$ cat src/rtl/mem_arbiter_pkg.sv
// rtl/mem_arbiter_pkg.sv - shared memory-bus types and arbiter constants
package mem_arbiter_pkg;

   localparam int arb_timeout = 64;

   typedef struct packed {
      logic        mem_valid;
      logic [31:0] mem_addr;
      logic [31:0] mem_wdata;
      logic [3:0]  mem_wstrb;
   } mem_in_type;

   typedef struct packed {
      logic        mem_ready;
      logic        mem_error;
      logic [31:0] mem_rdata;
   } mem_out_type;

   typedef enum logic {IDLE, WAIT} arb_state_type;
   typedef enum logic {IMEM, DMEM} arb_master_type;

endpackage

$ cat src/rtl/mem_arbiter.sv
// rtl/mem_arbiter.sv - two-master round-robin memory arbiter with response watchdog
module mem_arbiter
   import mem_arbiter_pkg::*;
#(
   parameter int timeout = arb_timeout
) (
   input  logic        reset,
   input  logic        clock,
   input  mem_in_type  imem_in,
   output mem_out_type imem_out,
   input  mem_in_type  dmem_in,
   output mem_out_type dmem_out,
   output mem_in_type  ram_in,
   input  mem_out_type ram_out
);

   localparam logic [15:0] timeout_m1 = 16'(timeout - 1);

   function automatic arb_master_type choose(input logic i_cand, input logic d_cand,
                                             input arb_master_type last);
      if (i_cand && d_cand) return (last == DMEM) ? IMEM : DMEM;
      else if (i_cand)      return IMEM;
      else                  return DMEM;
   endfunction

   arb_state_type  state, state_n;
   arb_master_type owner, last_grant, grant;
   logic           i_pend, d_pend, i_cand, d_cand, i_load, d_load;
   mem_in_type     i_req, d_req, i_sel, d_sel, grant_req;
   logic [15:0]    wait_cnt;
   logic           issue, done_ready, done_timeout, resp_en;
   mem_out_type    resp;

   // A pending entry takes precedence over a same-cycle pulse, which is then dropped.
   always_comb begin
      i_sel        = i_pend ? i_req : imem_in;
      d_sel        = d_pend ? d_req : dmem_in;
      i_cand       = i_pend | imem_in.mem_valid;
      d_cand       = d_pend | dmem_in.mem_valid;
      grant        = choose(i_cand, d_cand, last_grant);
      grant_req    = (grant == IMEM) ? i_sel : d_sel;
      state_n      = state;
      issue        = 1'b0;
      done_ready   = 1'b0;
      done_timeout = 1'b0;
      case (state)
         IDLE: begin
            if (i_cand || d_cand) begin
               issue   = 1'b1;
               state_n = WAIT;
            end
         end
         WAIT: begin
            if (ram_out.mem_ready) begin
               done_ready = 1'b1;
               state_n    = IDLE;
            end else if (wait_cnt == timeout_m1) begin
               done_timeout = 1'b1;
               state_n      = IDLE;
            end
         end
         default: state_n = IDLE;
      endcase
      resp_en = done_ready | done_timeout;
      resp    = '0;
      if (done_ready) begin
         resp = ram_out;
      end else if (done_timeout) begin
         resp.mem_ready = 1'b1;
         resp.mem_error = 1'b1;
      end
      i_load = imem_in.mem_valid && !i_pend && !(state == WAIT && owner == IMEM)
               && !(issue && grant == IMEM);
      d_load = dmem_in.mem_valid && !d_pend && !(state == WAIT && owner == DMEM)
               && !(issue && grant == DMEM);
   end

   always_ff @(posedge clock or negedge reset) begin
      if (!reset) begin
         state      <= IDLE;
         owner      <= IMEM;
         last_grant <= DMEM;
         i_pend     <= 1'b0;
         d_pend     <= 1'b0;
         i_req      <= '0;
         d_req      <= '0;
         wait_cnt   <= '0;
         ram_in     <= '0;
         imem_out   <= '0;
         dmem_out   <= '0;
      end else begin
         state    <= state_n;
         ram_in   <= issue ? grant_req : '0;
         imem_out <= (resp_en && owner == IMEM) ? resp : '0;
         dmem_out <= (resp_en && owner == DMEM) ? resp : '0;

         if (issue) begin
            owner      <= grant;
            last_grant <= grant;
            wait_cnt   <= '0;
         end else if (state == WAIT) begin
            wait_cnt <= wait_cnt + 16'd1;
         end

         if (issue && grant == IMEM) begin
            i_pend <= 1'b0;
         end else if (i_load) begin
            i_pend <= 1'b1;
            i_req  <= imem_in;
         end

         if (issue && grant == DMEM) begin
            d_pend <= 1'b0;
         end else if (d_load) begin
            d_pend <= 1'b1;
            d_req  <= dmem_in;
         end
      end
   end

endmodule

$ cat config.mk
export PLATFORM = sky130hd
export DESIGN_NAME = mem_arbiter
export DESIGN_NICKNAME = d
export VERILOG_FILES = /design/src/rtl/mem_arbiter_pkg.sv /design/src/rtl/mem_arbiter.sv
export SDC_FILE = /design/constraint.sdc
export NUM_CORES = 1
export LEC_CHECK = 0
export ABC_AREA = 1
export BUFFER_PORTS_ARGS = -buffer_cell sky130_fd_sc_hd__buf_2
export CAP_MARGIN = 10
export CORE_AREA = 3 3 209 211
export CTS_CLUSTER_SIZE = 16
export DETAILED_ROUTE_END_ITERATION = 8
export DIE_AREA = 0 0 212 214
export HOLD_SLACK_MARGIN = 0.08
export PLACE_DENSITY_LB_ADDON = 0.1
export SLEW_MARGIN = 15
export SYNTH_ARGS = -nofsm -noshare
export SYNTH_HDL_FRONTEND = slang
export SYNTH_SLANG_ARGS = --single-unit
export TNS_END_PERCENT = 1
$ cat constraint.sdc
create_clock -name clock -period 1.5 [get_ports clock]
set_input_delay 0.15 -clock clock [delete_from_list [all_inputs] [get_ports clock]]
set_output_delay 0.15 -clock clock [all_outputs]
set_load 0.005 [all_outputs]
### Word-level counts from Yosys, hierarchy flattened

Index checks and enable logic that the tools add are counted.

* add/sub/neg operators: 1
* equality and inequality tests: 1
* multiplexer cells: 28
* bitwise operators: 8
* reductions and logical operators: 25

Operator list (number)
* $mux W69: 4
* $mux W34: 2
* $mux W16: 2
* $mux W32: 1
* $add A16 B1 Y16 const B: 1
* $eq A16 B6 Y1 const B: 1
* $mux W1: 16
* $logic_and A1 B1 Y1: 13
* $logic_not A1 Y1: 6
* $reduce_bool A2 Y1: 3
* $not A1 Y1: 5
* $mux W2: 2
* $reduce_and A2 Y1: 2
* $or A1 B1 Y1: 3
* $pmux W1 S2: 1
* $logic_or A1 B1 Y1: 1

* register bits: 296
* input bits: 174
* output and inout port bits: 137
* logic and storage cells: 87

### Depth between registers and ports, before layout

Gate-level depths: netlist of run 1.

* depth after elaboration: 9
* mapped depth: 10
* depth with buffers taken out: 8

### Least setup slack after synthesis of run 1

No wires, ideal clock.

* path type: register to register
* start: register i_pend
* end: register d_req[47] in the netlist's numbering
* setup time: 0.117 ns
* arrival: 1.324 ns
* data required time: 1.383 ns
* path slack: 0.059 ns
* stages on the path, launching flop included: 11
* buffers on the path: 2
* period minus slack after synthesis: 1.441 ns
* cells stage by stage: dfrtp_1 nor2_1 nand2_1 nand2_2 inv_2 nand2_4 nand2_2 buf_4 buf_6 nand2_1 o21ai_2

* cells in the longest elaborated chain, start to end: 8
* elaborated cells on any way between the ends: 12
* classes of those cells: mux (4); bitwise (2); reduce/logical (6)

RTL lines
* start, declared: RTL line mem_arbiter.sv:28 `logic i_pend, d_pend, i_cand, d_cand, i_load, d_load;`
* start signal, assigned: RTL line mem_arbiter.sv:83 `i_pend <= 1'b0;`
* start signal, assigned: RTL line mem_arbiter.sv:106 `i_pend <= 1'b0;`
* start signal, assigned: RTL line mem_arbiter.sv:108 `i_pend <= 1'b1;`
* $or A1 B1 Y1 (*): RTL line mem_arbiter.sv:38 `i_cand = i_pend | imem_in.mem_valid;`
* $logic_or A1 B1 Y1: RTL line mem_arbiter.sv:48 `if (i_cand || d_cand) begin`
* $mux W1: RTL line mem_arbiter.sv:48
* $mux W1: RTL line mem_arbiter.sv:46 `case (state)`
* $logic_and A1 B1 Y1 (*): RTL line mem_arbiter.sv:75, mem_arbiter.sv:112
* $logic_not A1 Y1: RTL line mem_arbiter.sv:75 `&& !(issue && grant == DMEM);`
* $logic_and A1 B1 Y1: RTL line mem_arbiter.sv:75
* $reduce_and A2 Y1 (no line) (*)
* end signal, assigned: RTL line mem_arbiter.sv:116 `d_req <= dmem_in;`
* end, declared: RTL line mem_arbiter.sv:29 `mem_in_type i_req, d_req, i_sel, d_sel, grant_req;`

Every way passes the cells marked *; elsewhere a longest branch is shown, timed or not.
A chain may end at the register's enable or synchronous reset.

### Worst setup path in the final report of run 1

* start: register d_pend
* end: register d_req[22] in the netlist's numbering

* cells in the longest elaborated chain, start to end: 8
* elaborated cells on any way between the ends: 14
* classes of those cells: mux (3); bitwise (2); reduce/logical (9)

RTL lines
* start, declared: RTL line mem_arbiter.sv:28
* start signal, assigned: RTL line mem_arbiter.sv:84 `d_pend <= 1'b0;`
* start signal, assigned: RTL line mem_arbiter.sv:113 `d_pend <= 1'b0;`
* start signal, assigned: RTL line mem_arbiter.sv:115 `d_pend <= 1'b1;`
* $or A1 B1 Y1: RTL line mem_arbiter.sv:39 `d_cand = d_pend | dmem_in.mem_valid;`
* $logic_or A1 B1 Y1: RTL line mem_arbiter.sv:48
* $mux W1: RTL line mem_arbiter.sv:48
* $mux W1: RTL line mem_arbiter.sv:46
* $logic_and A1 B1 Y1: RTL line mem_arbiter.sv:75, mem_arbiter.sv:112
* $logic_not A1 Y1: RTL line mem_arbiter.sv:75
* $logic_and A1 B1 Y1: RTL line mem_arbiter.sv:75
* $reduce_and A2 Y1 (no line) (*)

Marks and branches as above.

==> impl_results.md, run 1 <==
* Status: finished, violations left
* Failing checks: setup timing
* Max Fanout on Critical Path at 7
* Peak Freq at 0.642 GHz
* Max stage delay on crit path at 0.42 ns
* Power Dens Cells at between 1500 and 2000 nW/um^2
* DP HPWL at about 24,000 microns
* Total Nets Final at 2,045
* Critical path required time at 1.91 ns
* Min Clock Period, post-route at approximately 1.6 ns
* Crit path max-delay cell type: dfrtp_1
* Post-Syn Area at 12,500 sq um
* Final WS setup at -0.0575 ns
* Die Span Y at 214 microns
* Vias in the first global route at 10,681
* Total number of vias at ~11,000
* Routed vias/inst at between 4 and 5
* Leakage at about 9.6 nW
* TritonCTS clock tree: built
* Top-Level Pins at between 300 and 400
* Critical Path Source Type: flip-flop
* Initial Utilization at 29.8%
* Routability-driven placement congestion ratio at 0.755
* Max-Cap Viols at 0
* Worst path arrival time at 1.97 ns
* Worst Setup End Kind: flip-flop
* Clock Latency Late Sink at 0.53 ns
* Avg WL per Cell at approximately 17 microns
* Crit Path Class: flip-flop to flip-flop
* Setup WS pre-CTS at -0.0464 ns
* First-pass DRT Iterations at 5
* Port buffer count at 310
* Overall Global Routing Usage at 16.6%
* Critical path cell sequence: buf_6, clkinv_8, nand2_4, a21oi_4, buf_8, nand2_8, clkbuf_16, nand2_2, o21ai_2
* First-pass GRT wire length at approximately 60,000 microns
* Synth unique cells at 29
* DRT Wirelength at 41,800 microns
* P&R area growth vs syn at 48.0%
* Worst Max-Slew Pin Slew at 0.425 ns
* Hold buffer count at cts at 174
* Hold crit path type: input pin to flip-flop
* Clock Sinks at 296
* Slew margin rel. at 71.7%
* Crit path buffers/inverters at 4
* WP depth at 9
* WHS Path Cells at 4
* CP top delay family: buffers and inverters
* Antenna Nets Post-Route at 0
* Mapped Nets at 1,545
* Grt ovf at 0
* Pin count of the biggest net entering global routing at 115
* Root buf cell: clkbuf_16
* Die area at 45,400 sq um
* VDD IR-drop max at 1.02 mV
* Final setup viols at 55
* Final setup skew at 0.0125 ns
* Reg2reg path depth at 9
* RSZ-0062 raised after global routing: true
* Final Hold Vio Count at 0
* Sequential fraction of the synthesis area at around three fifths
* CTS HTree Levels at 2
* Crit share post-route at 104%
* Fin. max-slew vios at 0
* Hold slack at roughly 0.091 ns
* Power Total at about 35 mW
* Ys Warns at 0
* # rows at 75
* Clock-pin slew on the worst setup and hold paths at 0.06 ns
* Share of cells above drive strength 1 at 30.5%
* TritonCTS Buffers at 36
* Clock tree buffer depth at 3
* #FFs+latches synth at 296
* Syn Area/Cell at slightly above 9 sq um
* Core area at approximately 42,000 sq um
* Cell count after synthesis at 1,370
* Initial antenna violation count at 2
* DRC at 0
* Initial DRC Count at 612
* Die W at 212 microns
[synthesized netlist by cell type]
master | instances | area [sq um]
nand3_1 | 14 | 70.1
nand2_1 | 335 | 1260
a21oi_1 | 7 | 35.0
buf_4 | 2 | 15.0
nand2_2 | 13 | 81.3
nand2_4 | 1 | 11.3
nor3b_1 | 1 | 7.51
o21ai_0 | 187 | 936
o21ai_1 | 28 | 140
o21ai_2 | 70 | 613
ha_1 | 1 | 12.5
buf_2 | 16 | 80.1
nor2_1 | 92 | 345
inv_2 | 4 | 15.0
clkbuf_2 | 1 | 5.00
nor2_2 | 1 | 6.26
dfstp_2 | 1 | 26.3
nor3_1 | 1 | 5.00
o21a_1 | 1 | 7.51
buf_1 | 2 | 7.51
inv_1 | 155 | 582
o22ai_1 | 70 | 438
xnor2_1 | 1 | 8.76
clkbuf_1 | 48 | 180
buf_6 | 17 | 191
nand3b_1 | 2 | 15.0
dfrtp_1 | 295 | 7380
and3_1 | 1 | 6.26
nand4_1 | 3 | 18.8
[report_power, final]
part / total [mW] / switching (mW) / internal [mW]
logic: 13.7 / 7.95 / 5.75
clock network: 8.69 / 3.47 / 5.22
registers: 12.2 / 1.40 / 10.8
total: 34.6 / 12.8 / 21.8
[flip-flops by register name, indices dropped and copies added (netlist names)]
signal	cells
d_pend	1
dmem_out	34
d_req	69
last_grant	1
i_req	69
i_pend	1
state	1
ram_in	69
imem_out	34
wait_cnt	16
owner	1
[metal layers]
layer | track usage (%) | vias up | wire length, microns
met2 | 26.5 | 316 | 19700
met4 | 3.68 | 0 | 600
met1 | 23.1 | 5237 | 19200
met5 | 0 | - | 0
met3 | 3.62 | 41 | 2300
li1 | - | 5430 | -
[area by class of cell]
type                       count  area [sq um]
fill                        4118         23400
sequential                   296          7410
timing repair buffer         546          4330
multi-input combinational    831          4290
clock buffer                  52          1050
tap                          539           674
inverter                     159           614
clock inverter                12           120
antenna                        2          5.00
[worst min-delay path: stages]
cell	delay, ns
buf_2	0.15
nand2_4	0.09
o21a_1	0.12
o22ai_1	0.07
[cells in the final DEF (no fill, tap or decap), types with 8 or more instances in the layout]
master,instances
buf_12,15
buf_2,309
buf_4,22
clkbuf_1,8
clkbuf_16,49
dfrtp_1,293
dlygate4sd3_1,173
inv_1,154
nand2_1,288
nand2_2,52
nand3_1,14
nor2_1,89
o21ai_0,171
o21ai_1,43
o21ai_2,71
o22ai_1,67
[final timing paths]
path	from	endpoint	slack (ns)
setup reg to reg	d_pend	d_req[22]	-0.06
max in group asynchronous	reset	i_req[43]	0.31
min in group asynchronous	reset	imem_out[9]	0.59
hold / removal	dmem_in[68]	ram_in[68]	0.09
setup / recovery	d_pend	d_req[22]	-0.06
hold reg to reg	d_req[68]	d_req[68]	0.45
[per-stage QoR]
stage | cell area (sq um) | std cells | util [%] | TNS, ns
after global routing | 18500 | 2437 | 44.1 | -10.04
after global placement | 14900 | 2178 | 35.5 | -0.0664
after CTS | 17800 | 2416 | 42.5 | -1.19
after floorplan | 12500 | 1370 | - | 0
after detailed placement | 14900 | 2178 | 35.5 | -0.574
final | 18500 | 2437 | 44.1 | -1.45
[cell families (layout without fill, tap and decap cells)]
kind of cell / Yosys count / in the layout / share of synthesized area (%)
DFF: 296 / 296 / 59.3
AOI/OAI and AO/OA: 363 / 363 / 17.4
xor gates and xnor gates: 1 / 1 / 0.0701
adders and majority gates: 1 / 1 / 0.100
and+or+nand+nor: 464 / 466 / 14.6
buffers and inverters: 245 / 769 / 8.61
other: 0 / 2 / 0
[timing repair]
action / CTS / global route
pin swaps: 0 / 3
buffers inserted: 0 / 2
gates resized for setup: 2 / 101
hold endpoints to repair: 571 / 1
endpoints found under the setup margin: 66 / 190
cloned: 0 / 17
Note: power is estimated with default switching activity, not from simulation.
==> inputs of run 2 (changes only) <==
--- a/config.mk
+++ b/config.mk
@@ -5,13 +5,12 @@
 export SDC_FILE = /design/constraint.sdc
 export NUM_CORES = 1
 export LEC_CHECK = 0
-export ABC_AREA = 1
 export BUFFER_PORTS_ARGS = -buffer_cell sky130_fd_sc_hd__buf_2
 export CAP_MARGIN = 10
-export CORE_AREA = 3 3 209 211
-export CTS_CLUSTER_SIZE = 16
+export CORE_AREA = 3 3 204 206
+export CTS_CLUSTER_SIZE = 25
 export DETAILED_ROUTE_END_ITERATION = 8
-export DIE_AREA = 0 0 212 214
+export DIE_AREA = 0 0 207 209
 export HOLD_SLACK_MARGIN = 0.08
 export PLACE_DENSITY_LB_ADDON = 0.1
 export SLEW_MARGIN = 15
==> run 2 against run 1 <==
  * The flow still finishes with violations (setup timing)
  * First-iteration DRC count decreased by 56%
  * Utilization up 0.23 points
  * Global-route usage decreased by 0.46 points
  * Synthesized cell count decreased by 38%
  * Synthesized area decreased by 4.3%
  * Count of clock-buffer cells in the layout is 2 lower
  * Power shrank 6.4%
  * Clock skew grew 0.0023 ns
  * Maximum frequency fell by 6.0%
  * Critical path type unchanged
  * Critical endpoint is now d_req[20]
  * Largest power group is now sequential cells
==> impl_results.md, run 2 <==
* Fin. max-slew vios at 0 (unchanged)
* TritonCTS clock tree: built
* Worst Setup End Kind: flip-flop
* Syn Area/Cell at 14.0 sq um (+54%)
* Crit share post-route at 110% (+6.6 points)
* DRC at 0 (unchanged)
* Worst path arrival time at 2.06 ns (+0.09 ns)
* Hold crit path type: input pin to flip-flop
* Min Clock Period, post-route at 1.66 ns (+0.0994 ns)
* Grt ovf at 0 (unchanged)
* Final setup viols at 194 (+250%)
* Initial Utilization at 30.0% (+0.23 points)
* CTS HTree Levels at 2 (unchanged)
* Placed Instances at 1,693 (-22%)
* Simple-Gate Fraction of Synth Area at 5.99% (-8.6 points)
* Ys Warns at 0 (unchanged)
* Biggest regs: d_req: 69 flops, i_req: 69 flops, ram_in: 69 flops
* Avg WL per Cell at 18.1 microns (+5.4%)
* Final Hold Vio Count at 0 (unchanged)
* Mapped Nets at 1,026 (-34%)
* Sequential power share at 37.5% (+2.2 points)
* Routability-driven placement congestion ratio at 0.746 (-1.2%)
* CP top delay family: flip-flops
* Die W at 207 microns (-2.4%)
* Total Nets Final at 1,555 (-24%)
* Clock tree buffer depth at 3 (unchanged)
* Initial DRC Count at 272 (-56%)
* Post-Syn Area at 12,000 sq um (-4.3%)
* Peak Freq at 0.604 GHz (-6.0%)
* Routed vias/inst at 4.51 (-0.27%)
* P&R area growth vs syn at 47.7%
* Sw Pwr at 10.1 mW (-22%)
* First-pass DRT Iterations at 4 (-1)
* R2r setup slk at -0.16 ns (-0.10 ns)
* Worst Max-Slew Pin Slew at 0.468 ns (+0.0433 ns)
* Root buf cell: clkbuf_16
* Final setup skew at 0.0148 ns (+0.00228 ns)
* Pin count of the biggest net entering global routing at 63 (-45%)
* Power Dens Cells at 1830 nW/um^2 (-1.9%)
* Initial antenna violation count at 4 (+2)
* VDD IR-drop max at 0.779 mV (-24%)
* Critical path required time at 1.91 ns (about the same)
* Critical Path Source Type: flip-flop
* Status: finished, violations left
* Share of cells above drive strength 1 at 40.6% (+10 points)
* Max-Cap Viols at 0 (unchanged)
* Total number of vias at 8,707 (-21%)
* Die Span Y at 209 microns (-2.3%)
* Max stage delay on crit path at 0.50 ns (+0.08 ns)
* Synth unique cells at 37 (+28%)
* Die area at 43,300 sq um (-4.6%)
* TritonCTS Buffers at 37 (+2.8%)
* Clock Latency Late Sink at 0.53 ns (about the same)
* EDFF count, synth at 0 (unchanged)
* #FFs+latches synth at 296 (unchanged)
* First-pass GRT wire length at 55,000 microns (-8.3%)
* Top-Level Pins at 311 (unchanged)
* Final WS setup at -0.157 ns (-0.0994 ns)
* XOR/XNOR share of the synthesized area at 0.220% (+0.15 points)
* Post-synthesis mux area share at 25.0% (+25 points)
* Most frequent cell after synthesis: dfrtp_1
* # rows at 73 (-2.7%)
* Most common cell after layout, fill and taps aside: buf_2
* Largest family of logic cells by synthesized area: multiplexers
* Leakage at 8.91 nW (-6.9%)
* Slew margin rel. at 68.8% (-2.9 points)
* Cell count after synthesis at 851 (-38%)
* Final Instance Count excl. Fillers at 1,930 (-21%)
* Overall Global Routing Usage at 16.1% (-0.46 points)
* Crit path max-delay cell type: dfrtp_4
* Vias in the first global route at 9,369 (-12%)
* Pint at 22.3 mW (+2.5%)
* DRT Wirelength at 34,900 microns (-17%)
* Core area at 39,800 sq um (-5.1%)
* Clock-pin slew on the worst setup and hold paths at 0.05 ns (about the same)
* Power Total at 32.4 mW (-6.4%)
* Crit path buffers/inverters at 1 (-3)
* List of most frequent post-synthesis cells: dfrtp_1, mux2i_1, mux2_2
* Crit Path Class: flip-flop to flip-flop
* RSZ-0062 raised after global routing: true
* Post-synthesis compound-gate area fraction at 4.56% (-13 points)
* Fraction of the mapped netlist area in adder cells at 0.105% (+0.0045 points)
* Sw Share at 31.0% (-6.0 points)
* DP HPWL at 22,700 microns (-7.2%)
* Critical path cell sequence: o21ai_2, o211ai_4, nand4b_4, buf_12, mux2_2
* Post-synth top flop: dfrtp_1
* Clock Sinks at 296 (unchanged)
* Failing checks: setup timing
* Area leader, netlist: dfrtp_1
* Antenna Nets Post-Route at 0 (unchanged)
* Max Fanout on Critical Path at 26 (+19)
* Async SR Flop Fraction at 100% (unchanged)
* Port buffer count at 310 (unchanged)
* Ranking of synthesized cells by area: dfrtp_1, mux2i_1, mux2_2
* Setup TNS at -19.54 ns (-18.10 ns)
* Clock power frac at 26.7% (+1.6 points)
* Synth top area share at 61.7% (+2.7 points)
* Comb pwr share at 35.8% (-3.8 points)
* Most frequent cells in the layout: buf_2, dfrtp_1, dlygate4sd3_1
* Post-CTS Setup Bufs at 0 (unchanged)
* Sequential fraction of the synthesis area at 62.0% (+2.7 points)
-- run 2: changes by cell type after synthesis, sizes merged, moves of 4 or more --
cell,before,now
a21oi,7,2
and2,0,65
buf,37,28
clkbuf,49,27
inv,159,4
mux2,0,136
mux2i,0,146
nand2,349,24
nand3,14,7
nor2,93,10
nor4,0,4
o21ai,285,6
-- run 2: through the flow --
step / hold WS, ns / worst slack [ns] / util (%) / area (sq um)
5_1_grt: 0.163 / -0.213 / 44.3 / 17700
2_1_floorplan: -0.146 / -0.150 / - / 12100
3_5_place_dp: 0.0390 / -0.183 / 36.8 / 14700
3_3_place_gp: 0.0431 / -0.159 / 36.8 / 14700
6_report: 0.155 / -0.157 / 44.3 / 17700
4_1_cts: 0.117 / -0.176 / 44.3 / 17600
-- run 2: final cells by class --
cell class | instances | area [sq um]
Antenna cell | 4 | 10.0
Multi-Input combinational cell | 496 | 4420
Tap cell | 525 | 657
Timing Repair Buffer | 545 | 3980
Sequential cell | 296 | 7420
Inverter | 4 | 15.0
Clock inverter | 10 | 131
Fill cell | 3789 | 22200
Clock buffer | 50 | 1020
-- run 2: what timing repair did --
item	4_1_cts	5_1_grt
pin swaps	7	6
setup endpoints to repair	224	212
hold buffers	173	0
hold endpoints to repair	571	0
resized for setup	11	5
-- run 2: path summary, 6_finish.rpt --
path | from | end | depth (start not counted)
setup / recovery | i_pend | d_req[20] | 5
hold / removal | imem_in[68] | i_pend | 4
setup reg to reg | i_pend | d_req[20] | 5
hold reg to reg | i_req[68] | i_req[68] | 1
max in group asynchronous | reset | i_req[14] | 4
min in group asynchronous | reset | dmem_out[4] | 3
-- run 2: cell families after synthesis --
family | Yosys count
compound gates | 85
buf+inv | 59
flops | 296
mux | 282
fa+ha+maj | 1
simple gates | 125
xor+xnor | 3
-- run 2: layer usage --
layer / wire [microns] / vias to the layer above / global-route usage [%] / share of wire (%)
li1: - / 4093 / - / -
met1: 15700 / 4333 / 21.4 / 45
met2: 16400 / 238 / 26.0 / 47
met3: 2070 / 43 / 4.08 / 5.9
met4: 680 / 0 / 5.06 / 1.9
met5: 0 / - / 0 / 0
-- run 2: power by group through the flow --
stage	logic, mW	clock network (mW)	registers [mW]
after floorplan	7.37	0	12.1
after global placement	11.2	0	12.2
after detailed placement	11.3	0	12.3
after CTS	11.8	8.99	12.2
after global routing	12.7	9.32	12.5
final	11.6	8.63	12.2
-- run 2: worst min-delay path: stages --
cell and delay (ns):
buf_2 0.17, buf_4 0.15, a21oi_1 0.08, nor2_1 0.08
==> inputs of run 3 (changes only) <==
--- a/config.mk
+++ b/config.mk
@@ -7,12 +7,12 @@
 export LEC_CHECK = 0
 export BUFFER_PORTS_ARGS = -buffer_cell sky130_fd_sc_hd__buf_2
 export CAP_MARGIN = 10
-export CORE_AREA = 3 3 204 206
+export CORE_AREA = 3 3 243 174
 export CTS_CLUSTER_SIZE = 25
 export DETAILED_ROUTE_END_ITERATION = 8
-export DIE_AREA = 0 0 207 209
+export DIE_AREA = 0 0 246 177
 export HOLD_SLACK_MARGIN = 0.08
-export PLACE_DENSITY_LB_ADDON = 0.1
+export PLACE_DENSITY = 0.55
 export SLEW_MARGIN = 15
 export SYNTH_ARGS = -nofsm -noshare
 export SYNTH_HDL_FRONTEND = slang
==> run 3 against run 2 <==
  * The run still ends with setup timing left
  * Global-route usage hardly changed
  * Largest cell class unchanged
  * Count of clock-buffer cells in the layout fell by 5
  * Wire length increased by 0.66%
  * Critical path depth did not move
  * Register-to-register slack worse by 0.04 ns
==> impl_results.md, run 3 (synthesis results as in run 2) <==
* RSZ-0062 raised after global routing: true
* Clock-pin slew on the worst setup and hold paths at 0.06 ns (about the same)
* CTS HTree Levels at 1 (-1)
* Routed vias/inst at 4.55 (+0.81%)
* Reg2reg path depth at 5 (unchanged)
* Avg WL per Cell at 18.1 microns (about the same)
* Root buf cell: clkbuf_16
* Failing checks: setup timing
* Power Dens Cells at 1800 nW/um^2 (-1.7%)
* Most frequent cells in the layout: buf_2, dfrtp_1, dlygate4sd3_1
* DRT Wirelength at 35,100 microns (+0.66%)
* Core area at 39,800 sq um (-0.15%)
* Clock tree buffer depth at 3 (unchanged)
* Peak Freq at 0.588 GHz (-2.5%)
* Die area at 43,500 sq um (+0.64%)
* Max Fanout on Critical Path at 26 (unchanged)
* Top-Level Pins at 311 (unchanged)
* Total number of vias at 8,837 (+1.5%)
* # rows at 61 (-16%)
* Final setup skew at 0.00983 ns (-0.00497 ns)
* First-pass DRT Iterations at 4 (unchanged)
* DRC at 0 (unchanged)
* Min Clock Period, post-route at 1.70 ns (+0.0430 ns)
* Pin count of the biggest net entering global routing at 67 (+6.3%)
* Hold crit path type: input pin to asynchronous set/reset pin
* DP HPWL at 22,800 microns (+0.35%)
* P&R area growth vs syn at 48.7%
* First-pass GRT wire length at 54,900 microns (-0.21%)
* Vias in the first global route at 9,679 (+3.3%)
* Biggest regs: d_req: 69 flops, i_req: 69 flops, ram_in: 69 flops
* Final setup viols at 219 (+13%)
* Antenna Nets Post-Route at 0 (unchanged)
* Fin. max-slew vios at 0 (unchanged)
* Max stage delay on crit path at 0.52 ns (+0.02 ns)
* Total Nets Final at 1,560 (+0.32%)
* Crit path max-delay cell type: dfrtp_4
* Initial Utilization at 30.1% (+0.044 points)
* Critical path required time at 1.95 ns (+0.04 ns)
* Port buffer count at 310 (unchanged)
* Cell Area, Placed at 14,900 sq um (+1.3%)
* Worst path arrival time at 2.15 ns (+0.09 ns)
* Max-Cap Viols at 0 (unchanged)
* TritonCTS clock tree: built
* Grt ovf at 0 (unchanged)
* Slew margin rel. at 73.1% (+4.3 points)
* Leakage at 8.98 nW (+0.85%)
* Placed Instances at 1,713 (+1.2%)
* Clock Sinks at 296 (unchanged)
* Die W at 246 microns (+19%)
* Final WS setup at -0.200 ns (-0.0430 ns)
* Critical Path Source Type: flip-flop
* Final Hold Vio Count at 0 (unchanged)
* Die Span Y at 177 microns (-15%)
* Crit Path Class: flip-flop to flip-flop
* TritonCTS Buffers at 31 (-16%)
* Worst Max-Slew Pin Slew at 0.403 ns (-0.0645 ns)
* Initial DRC Count at 354 (+30%)
* Final Instance Count excl. Fillers at 1,943 (+0.67%)
* Routability-driven placement congestion ratio at 0.742 (-0.46%)
* R2r setup slk at -0.20 ns (-0.04 ns)
* Initial antenna violation count at 1 (-3)
* Critical path cell sequence: o21ai_4, o211ai_4, nand4b_4, buf_12, mux2_2
* Overall Global Routing Usage at 16.1% (-0.025 points)
* Most common cell after layout, fill and taps aside: buf_2
* Share of cells above drive strength 1 at 41.5% (+0.89 points)
* Worst Setup End Kind: flip-flop
* FILL cells at 3,585 (-5.4%)
* VDD IR-drop max at 0.963 mV (+24%)
* Status: finished, violations left
* Clock Latency Late Sink at 0.57 ns (+0.04 ns)
* Design area at 17,800 sq um (+0.72%)
* Crit share post-route at 113% (+2.9 points)
==> run 3: timing repair <==
| action | in CTS | in global routing |
|---|---|---|
| setup endpoints to repair | 228 | 229 |
| endpoints found under the hold margin | 571 | 0 |
| pin swaps | 6 | 1 |
| hold buffers | 174 | 0 |
| resized for setup | 11 | 12 |
| setup buffers | 0 | 0 |
==> run 3: where the power goes <==
group	leakage [nW]	internal, mW	switching [mW]
combinational	4.72	6.37	5.57
clock	0.519	4.73	3.22
sequential	3.75	10.9	1.27
total	8.98	22.0	10.1
==> run 3: worst max-delay path: cells and delay by family (launching register included) <==
kind                   cells  cell delay, ns
AO/OA/AOI/OAI              2            0.29
buffers and inverters      1            0.23
flip-flops                 1            0.52
multiplexers               1            0.37
AND/OR/NAND/NOR            1            0.17
==> run 3: path summary, 6_finish.rpt <==
| path | endpoint | from |
|---|---|---|
| setup / recovery | d_req[28] | i_pend |
| max in group asynchronous | d_req[23] | reset |
| hold reg to reg | d_req[68] | d_req[68] |
| min in group clock | imem_out[11] | ram_out[11] |
| setup reg to reg | d_req[28] | i_pend |
| hold / removal | ram_in[59] | reset |
==> run 3: final cells by class <==
cell class,count,area [sq um],share of cell area (%)
inverter,4,15.0,0.0844
multi-input combinational,496,4450,25.0
clock inverter,10,131,0.739
timing repair buffer,556,4180,23.5
tap,535,669,3.76
antenna,1,2.50,0.0141
sequential,296,7420,41.7
clock buffer,45,918,5.16
==> run 3: metrics by stage <==
stage	utilization, %	power (mW)	hold WS, ns	worst slack (ns)	setup TNS, ns
global route	44.7	34.1	0.165	-0.262	-40.80
finish	44.7	32.1	0.162	-0.200	-25.09
global placement	37.4	23.5	0.0329	-0.206	-30.39
CTS	44.6	32.3	0.148	-0.210	-30.51
floorplan	-	19.4	-0.146	-0.150	-13.18
detailed placement	37.4	23.7	0.0359	-0.230	-34.55
==> run 3: metal layers <==
metal | up-vias | track usage, % | routed length [microns] | share of wire, %
met3 | 63 | 2.74 | 1500 | 4.3
met1 | 4474 | 21.3 | 15600 | 44
met2 | 190 | 27.0 | 17000 | 49
met4 | 0 | 5.11 | 1020 | 2.9
met5 | - | 0 | 0 | 0
li1 | 4110 | - | - | -
